## config.mk

```make
export PLATFORM = sky130hd
export DESIGN_NAME = insn_queue
export DESIGN_NICKNAME = d
export VERILOG_FILES = /design/src/rtl/insn_queue_pkg.sv /design/src/rtl/queue_window_mux.sv /design/src/rtl/insn_queue.sv
export SDC_FILE = /design/constraint.sdc
export NUM_CORES = 2
export LEC_CHECK = 0
export ABC_AREA = 1
export BUFFER_PORTS_ARGS = -buffer_cell sky130_fd_sc_hd__buf_2
export CAP_MARGIN = 20
export CORE_ASPECT_RATIO = 0.5
export CORE_MARGIN = 5
export CORE_UTILIZATION = 60
export DETAILED_ROUTE_END_ITERATION = 7
export GPL_ROUTABILITY_DRIVEN = 0
export HOLD_SLACK_MARGIN = 0.12
export PLACE_DENSITY_LB_ADDON = 0.15
export SYNTH_ARGS = -nofsm -noshare
export SYNTH_HDL_FRONTEND = slang
export SYNTH_SLANG_ARGS = --single-unit
```

## constraint.sdc

```tcl
create_clock -name clk -period 17 [get_ports clk]
set_input_delay 2.55 -clock clk [delete_from_list [all_inputs] [get_ports clk]]
set_output_delay 2.55 -clock clk [all_outputs]
set_load 0.005 [all_outputs]
```

## src/rtl/insn_queue_pkg.sv

```systemverilog
`default_nettype none
// ============================================================================
// Module      : insn_queue_pkg
// Description : Shared decode types and the instruction-queue entry layout.
// Revision    : 1.0 - initial release
// ============================================================================
package insn_queue_pkg;

    localparam int c_xlen = 64;

    typedef enum logic [2:0] {
        FMT_R = 3'd0,
        FMT_I = 3'd1,
        FMT_S = 3'd2,
        FMT_B = 3'd3,
        FMT_U = 3'd4,
        FMT_J = 3'd5
    } e_instruction_format;

    typedef enum logic [2:0] {
        FU_ALU = 3'd0,
        FU_MUL = 3'd1,
        FU_DIV = 3'd2,
        FU_LSU = 3'd3,
        FU_BRU = 3'd4
    } e_functional_unit;

    typedef struct packed {
        logic [4:0]          rd;
        logic [4:0]          rs1;
        logic [4:0]          rs2;
        e_instruction_format insn_fmt;
        e_functional_unit    station;
        logic [c_xlen-1:0]   imm;
        logic [c_xlen-1:0]   pc;
    } t_queue_entry;

endpackage
`default_nettype wire

```

## src/rtl/queue_window_mux.sv

```systemverilog
`default_nettype none
// ============================================================================
// Module      : queue_window_mux
// Description : Maps a circular array plus head pointer onto ordered slots.
// Revision    : 1.0 - initial release
// ============================================================================
module queue_window_mux
    import insn_queue_pkg::*;
#(
    parameter int DEPTH = 8,
    parameter int SLOTS = 3
) (
    input  t_queue_entry               entries_i [DEPTH],
    input  logic [$clog2(DEPTH)-1:0]   head_i,
    output t_queue_entry               slots_o   [SLOTS]
);

    localparam int c_ptr_w = $clog2(DEPTH);

    // Pointer arithmetic truncates to c_ptr_w bits, so indices wrap modulo DEPTH.
    for (genvar k = 0; k < SLOTS; k++) begin : g_slot
        logic [c_ptr_w-1:0] w_idx;
        assign w_idx      = head_i + c_ptr_w'(k);
        assign slots_o[k] = entries_i[w_idx];
    end

endmodule
`default_nettype wire

```

## src/rtl/insn_queue.sv

```systemverilog
`default_nettype none
// ============================================================================
// Module      : insn_queue
// Description : Circular decoded-instruction buffer feeding an in-order issue window.
// Revision    : 1.0 - initial release
// ============================================================================
module insn_queue
    import insn_queue_pkg::*;
#(
    parameter int DEPTH       = 8,
    parameter int DATA_WIDTH  = 64,
    parameter int MULTI_ISSUE = 3
) (
    input  logic                                         clk,
    input  logic                                         rst,
    input  logic                                         flush_i,
    input  logic                                         push_valid_i,
    output logic                                         push_ready_o,
    input  logic [4:0]                                   push_rd_i,
    input  logic [4:0]                                   push_rs1_i,
    input  logic [4:0]                                   push_rs2_i,
    input  e_instruction_format                          push_insn_fmt_i,
    input  e_functional_unit                             push_station_i,
    input  logic [DATA_WIDTH-1:0]                        push_imm_i,
    input  logic [DATA_WIDTH-1:0]                        push_pc_i,
    input  logic [$clog2(MULTI_ISSUE):0]                 issue_cnt_i,
    output logic [$clog2(MULTI_ISSUE):0]                 queue_rdy_cnt_o,
    output logic [MULTI_ISSUE-1:0][4:0]                  queue_rd_o,
    output logic [MULTI_ISSUE-1:0][4:0]                  queue_rs1_o,
    output logic [MULTI_ISSUE-1:0][4:0]                  queue_rs2_o,
    output e_instruction_format [MULTI_ISSUE-1:0]        queue_insn_fmt_o,
    output e_functional_unit [MULTI_ISSUE-1:0]           queue_stations_o,
    output logic [MULTI_ISSUE-1:0][DATA_WIDTH-1:0]       queue_imm_o,
    output logic [MULTI_ISSUE-1:0][DATA_WIDTH-1:0]       queue_pc_o,
    output logic [$clog2(DEPTH):0]                       count_o
);

    localparam int c_ptr_w = $clog2(DEPTH);
    localparam int c_cnt_w = $clog2(DEPTH) + 1;
    localparam int c_rdy_w = $clog2(MULTI_ISSUE) + 1;

    if (DEPTH < MULTI_ISSUE || (DEPTH & (DEPTH - 1)) != 0 || DEPTH < 2) begin : g_bad_depth
        $error("insn_queue: DEPTH must be a power of two >= MULTI_ISSUE");
    end
    if (DATA_WIDTH != c_xlen) begin : g_bad_width
        $error("insn_queue: DATA_WIDTH must equal the entry payload width");
    end

    t_queue_entry         r_entries [DEPTH];
    logic [c_ptr_w-1:0]   r_head;
    logic [c_ptr_w-1:0]   r_tail;
    logic [c_cnt_w-1:0]   r_count;

    logic                 w_push_fire;
    logic [c_rdy_w-1:0]   w_rdy_cnt;
    logic [c_rdy_w-1:0]   w_pop_amt;
    t_queue_entry         w_push_entry;
    t_queue_entry         w_window [MULTI_ISSUE];

    // Everything below depends only on registered state; the arbiter closes a loop on it.
    assign push_ready_o    = (r_count != c_cnt_w'(DEPTH));
    assign w_rdy_cnt       = (r_count >= c_cnt_w'(MULTI_ISSUE)) ? c_rdy_w'(MULTI_ISSUE)
                                                                : c_rdy_w'(r_count);
    assign queue_rdy_cnt_o = w_rdy_cnt;
    assign count_o         = r_count;

    assign w_push_fire = push_valid_i && push_ready_o;
    assign w_pop_amt   = (issue_cnt_i > w_rdy_cnt) ? w_rdy_cnt : issue_cnt_i;

    assign w_push_entry = '{
        rd:       push_rd_i,
        rs1:      push_rs1_i,
        rs2:      push_rs2_i,
        insn_fmt: push_insn_fmt_i,
        station:  push_station_i,
        imm:      push_imm_i,
        pc:       push_pc_i
    };

    always_ff @(posedge clk or negedge rst) begin
        if (!rst) begin
            r_head  <= '0;
            r_tail  <= '0;
            r_count <= '0;
        end else if (flush_i) begin
            r_head  <= '0;
            r_tail  <= '0;
            r_count <= '0;
        end else begin
            r_head  <= r_head + c_ptr_w'(w_pop_amt);
            r_count <= r_count + c_cnt_w'(w_push_fire) - c_cnt_w'(w_pop_amt);
            if (w_push_fire) begin
                r_tail <= r_tail + 1'b1;
            end
        end
    end

    // Payload storage carries no reset; slots beyond the ready count are don't-care.
    always_ff @(posedge clk) begin
        if (w_push_fire && !flush_i) begin
            r_entries[r_tail] <= w_push_entry;
        end
    end

    queue_window_mux #(
        .DEPTH (DEPTH),
        .SLOTS (MULTI_ISSUE)
    ) u_window_mux (
        .entries_i (r_entries),
        .head_i    (r_head),
        .slots_o   (w_window)
    );

    for (genvar k = 0; k < MULTI_ISSUE; k++) begin : g_out
        assign queue_rd_o[k]       = w_window[k].rd;
        assign queue_rs1_o[k]      = w_window[k].rs1;
        assign queue_rs2_o[k]      = w_window[k].rs2;
        assign queue_insn_fmt_o[k] = w_window[k].insn_fmt;
        assign queue_stations_o[k] = w_window[k].station;
        assign queue_imm_o[k]      = w_window[k].imm;
        assign queue_pc_o[k]       = w_window[k].pc;
    end

`ifndef SYNTHESIS
    a_issue_le_ready : assert property (@(posedge clk) disable iff (!rst)
        issue_cnt_i <= queue_rdy_cnt_o)
        else $error("insn_queue: issue_cnt_i exceeds queue_rdy_cnt_o");
`endif

endmodule
`default_nettype wire
```

After elaboration in Yosys (flattened, before gate mapping)
Cells that the tools add are included.
{"block": "totals", "ff_bits": 1202, "wordCells": 100, "input_bits": 156, "out_inout_bits": 455}
{"block": "op_classes", "order_cmp": 7, "bitwise_logic": 4, "n_reduce_logical": 5, "n_mux": 18, "n_eq_ne": 1, "n_addsub": 6}
{"cell": "149-bit binary-select mux with 3-bit select", "n": 3}
{"cell": "1192-bit bitwise mux", "n": 1}
{"cell": "149-bit two-way mux", "n": 7}
{"cell": "149-bit demux with 3-bit select", "n": 1}
{"cell": "4-bit >= comparator, second input constant", "n": 4}
{"cell": "3-bit NOT with 4-bit output", "n": 4}
{"cell": "3-bit two-way mux", "n": 5}
{"cell": "3-bit by 1-bit adder with 3-bit output, second input constant", "n": 2}
{"cell": "4-bit by 1-bit adder with 4-bit output", "n": 1}
{"cell": "4-bit by 2-bit >= comparator with 1-bit output, second input constant", "n": 1}
{"cell": "4-bit by 1-bit < comparator with 1-bit output, second input constant", "n": 1}
{"cell": "4-bit two-way mux", "n": 1}
{"cell": "4-bit != test, second input constant", "n": 1}
{"cell": "4-bit by 3-bit subtractor with 4-bit output", "n": 1}
{"cell": "3-bit by 2-bit adder with 3-bit output, second input constant", "n": 1}
{"cell": "3-bit adder", "n": 1}
{"cell": "3-bit > comparator", "n": 1}
{"cell": "1-bit logical AND", "n": 3}
{"cell": "2-bit nonzero test", "n": 1}
{"cell": "1-bit logical NOT", "n": 1}

Logic depth before layout (Yosys ltp)
{"block": "depth", "depth_word": 6, "ltp_mapped": 16, "depth_no_buf": 16}

Hierarchy
Synthesis repeated with hierarchy kept, for this count alone.
{"block": "hier_totals", "cells_unflattened": 9399, "hier_area_um2": 70749.1}
{"module": "insn_queue", "instances": 1, "area_each_um2": 36597.6, "seq_area_each_um2": 36044.6, "cells_per_inst": 1296}
{"module": "queue_window_mux", "instances": 1, "area_each_um2": 34151.5, "seq_area_each_um2": 0.0, "cells_per_inst": 8103}

Worst setup path after synthesis
OpenSTA, ideal clock, no wires.
{"block": "synth_timing", "kind": "input -> register", "start": "input port flush_i", "end": "register r_entries[1043] in the netlist's numbering (enable)", "required_ps": 16340, "path_buffers": 1, "t_arrival_ps": 9198, "setup_time_ps": 660, "path_slack_ps": 7142, "path_stages": 4, "cell_sequence": "clkbuf_1 nor2_1 nand2_1 nor2_1"}
{"block": "synth_between", "elab_chain_cells": 2}
{"element": "start, declared", "line": "insn_queue.sv:16", "rtl": "input logic flush_i,"}
{"element": "1-bit logical NOT", "line": "insn_queue.sv:100", "rtl": "if (w_push_fire && !flush_i) begin"}
{"element": "1-bit logical AND", "line": "insn_queue.sv:100"}
{"element": "end signal, assigned by index", "line": "insn_queue.sv:101", "rtl": "r_entries[r_tail] <= w_push_entry;"}
{"element": "end, declared", "line": "insn_queue.sv:49", "rtl": "t_queue_entry r_entries [DEPTH];"}
Every way passes these cells.
A chain may end at the register's enable or synchronous reset.

==> impl_metrics.csv <==
group,metric,value,unit
clock_network,cts-hold-fix-buffers,0,
critical_path,crit_type,"reg2out",
final_layout,nets,7148,
run_status,status,"finished, final reports clean",
sta,fmax,117,MHz
yosys,yosys_warnings,0,
routing,drtAntennaViolNets,0,
global_route,grt_pass1_vias,48606,
critical_path,ff2ff_setup_slack,12.64,ns
placed_design,port_buffers,609,
floorplan,fp-row-count,82,
yosys,async_reset_ff_frac,0.00832,
sta,final.min_clock_period,8.58,ns
sta,hold_viol,0,
floorplan,die_w,460,um
global_route,grt_pass1_wl,257000,um
critical_path,critPathLaunch,"r_head[0]",
routing,vias,51013,
job,drv_cap,0,
critical_path,crit_path_end,"queue_imm_o[108]",
clock_network,clock_latency,0.72,ns
floorplan,die_h,235,um
yosys,ys_ff_latch,1202,
final_layout,synthToLayoutAreaGrowth,11.0,%
routing,vias_per_cell,6.05,
yosys,yosysSeqAreaShare,0.594,
sta,rsz0062_at_grt,"false",
floorplan,fp.coreArea,100000,sq um
final_layout,fin_cells,8438,
routing,routedWlPerCell,20.2,um
pwr,p_leak,25.2,nW
pwr,p_per_area,168,nW/um^2
global_route,grt_max_degree,309,
floorplan,initial_core_util,0.605,
critical_path,ff2ff_path_depth,10,
sta,worst_pin_slew,1.23,ns
global_route,antenna_found_initial,34,
critical_path,crit_path_start_kind,"register",
yosys,ys_types,27,
global_route,grt.total_usage,0.303,
final_layout,final_layout_size_suffix_gt1_frac,0.117,
routing,drc,0,
clock_network,clock-sinks,1202,
final_layout,layout_commonest_cell,"nand2_1",
sta,finalSetupViolations,0,
yosys,avgSynthCellArea,9.06,sq um
yosys,synthFlopType,"edfxtp_1",
sta,slew_headroom,0.177,
yosys,synth_edf_count,1192,
sta,post-route-period-util,0.504,
critical_path,critPathMaxFanout,308,
placed_design,dp_cells,8212,
critical_path,setup.worst_path.end_class,"primary output",
clock_network,numCtsBuffers,106,
hold_path,hold_path_class,"reg2reg",
yosys,syn_inst,6696,
yosys,netlist_area,60700,sq um
critical_path,r2r_start,"count_o[3]",
clock_network,clock_path_buffers,3,
clock_network,h-tree-depth,3,
final_layout,fin_util,0.672,
floorplan,io_pins,611,
clock_network,cts_resized,0,
global_route,grt_remaining_overflow,0,
routing,wl,171000,um
critical_path,required,14.45,ns
placed_design,dp.final_hpwl,99600,um
clock_network,cts_root_buf,"clkbuf_16",
final_layout,final_cell_mix,"nand2_1 (2220), edfxtp_1 (1192), o21ai_0 (765)",
sta,skew,0.0377,ns
yosys,synthesis.nets,6865,
clock_network,cts_tree,"done",
routing,drt_iter0_markers,5471,
sta,tns,0,ns
critical_path,arrival,6.03,ns
floorplan,dieArea,108000,sq um
clock_network,clk_pin_slew,0.06,ns
routing,first_pass_iters,6,
pwr,peakVddDrop,0.162,mV
clock_network,cts_setup_buffers,0,
sta,slew_viol_final,0,
critical_path,r2r_end,"r_entries[562]",
[worst max-delay path, stage by stage (launching register included)]
cell	delay [ns]
dfrtp_4	0.89
buf_4	0.57
buf_12	0.69
buf_12	0.70
buf_4	0.93
o21ai_0	0.21
o21ai_1	0.22
nor2_1	0.07
a31oi_1	0.30
buf_2	0.18
[cell type report]
type	instances	area, sq um
flip-flops and latches	1202	36000
fillers	7527	32900
multi-input cells	4530	20700
repair buffers	669	3690
clock buffers	134	2870
inverters	470	1780
well taps	1344	1680
clock inverters	56	464
diodes	33	82.6
[metal layers]
layer | GRT usage | vias up | wire length (um)
li1 | - | 23708 | -
met3 | 0.0496 | 490 | 14300
met2 | 0.502 | 2566 | 83100
met5 | 0 | - | 39
met4 | 0.180 | 8 | 9130
met1 | 0.378 | 24241 | 64200
[cell usage after synthesis, types with 2 or more instances]
master       n  area (sq um)
xnor2_1      3          26.3
o21ai_0    765          3830
o21ai_1    283          1420
ha_1        11           138
a22oi_1     18           135
buf_4       10          75.1
fa_1         2          40.0
nor2_2       3          18.8
conb_1       2          7.51
nand4_1    284          1780
inv_1      468          1760
buf_1       53           199
nand3_1     23           115
o211ai_1   149          1120
buf_2      130           651
buf_6       24           270
a31oi_1    149           932
nand2_1   2220          8330
a21oi_1    302          1510
clkbuf_1   277          1040
nor2_1     314          1180
dfrtp_1     10           250
edfxtp_1  1192         35800
[where the power goes]
part           switching (mW)  leakage [nW]  internal, mW
logic                    3.68          12.7          1.84
clock network            1.06          1.63          1.31
registers              0.0521          10.9          3.36
total                    4.80          25.2          6.51
[per-stage QoR]
step | setup slack (ns) | power, mW | instance area, sq um | hold slack, ns
5_1_grt | 8.02 | 12.0 | 67300 | 0.628
3_3_place_gp | 9.17 | 8.73 | 63800 | 0.569
6_report | 8.42 | 11.3 | 67300 | 0.582
2_1_floorplan | 7.14 | 6.90 | 60700 | 0.549
4_1_cts | 8.17 | 11.3 | 67200 | 0.588
3_5_place_dp | 8.93 | 8.90 | 63800 | 0.574
[how the worst min path moves through the flow]
stage	from	end	slack [ns]	cells past startpoint
after global routing	r_tail[0]	r_tail[0]	0.63	2
final	r_tail[0]	r_tail[0]	0.58	2
after CTS	r_tail[0]	r_tail[0]	0.59	2
after global placement	r_tail[0]	r_tail[0]	0.57	2
after detailed placement	r_tail[0]	r_tail[0]	0.57	2
after floorplan	r_tail[0]	r_tail[0]	0.55	2
[flip-flops by register name, summed over array words and instances (netlist names)]
name and count:
r_entries 1192, count_o 4, r_tail 3, r_head 3
[cell families (layout without fill, tap and decap cells)]
kind of cell,count (synthesis),count (layout),share of synthesized area
AND/OR/NAND/NOR,2845,2845,0.188
AO/OA/AOI/OAI,1666,1666,0.147
flip-flops,1202,1202,0.594
buffers and inverters,964,1329,0.0659
adder cells (fa/ha/maj),13,13,0.00293
XOR/XNOR,4,4,0.000887
other,2,35,0.000124
Note: power is estimated with default switching activity, not from simulation.
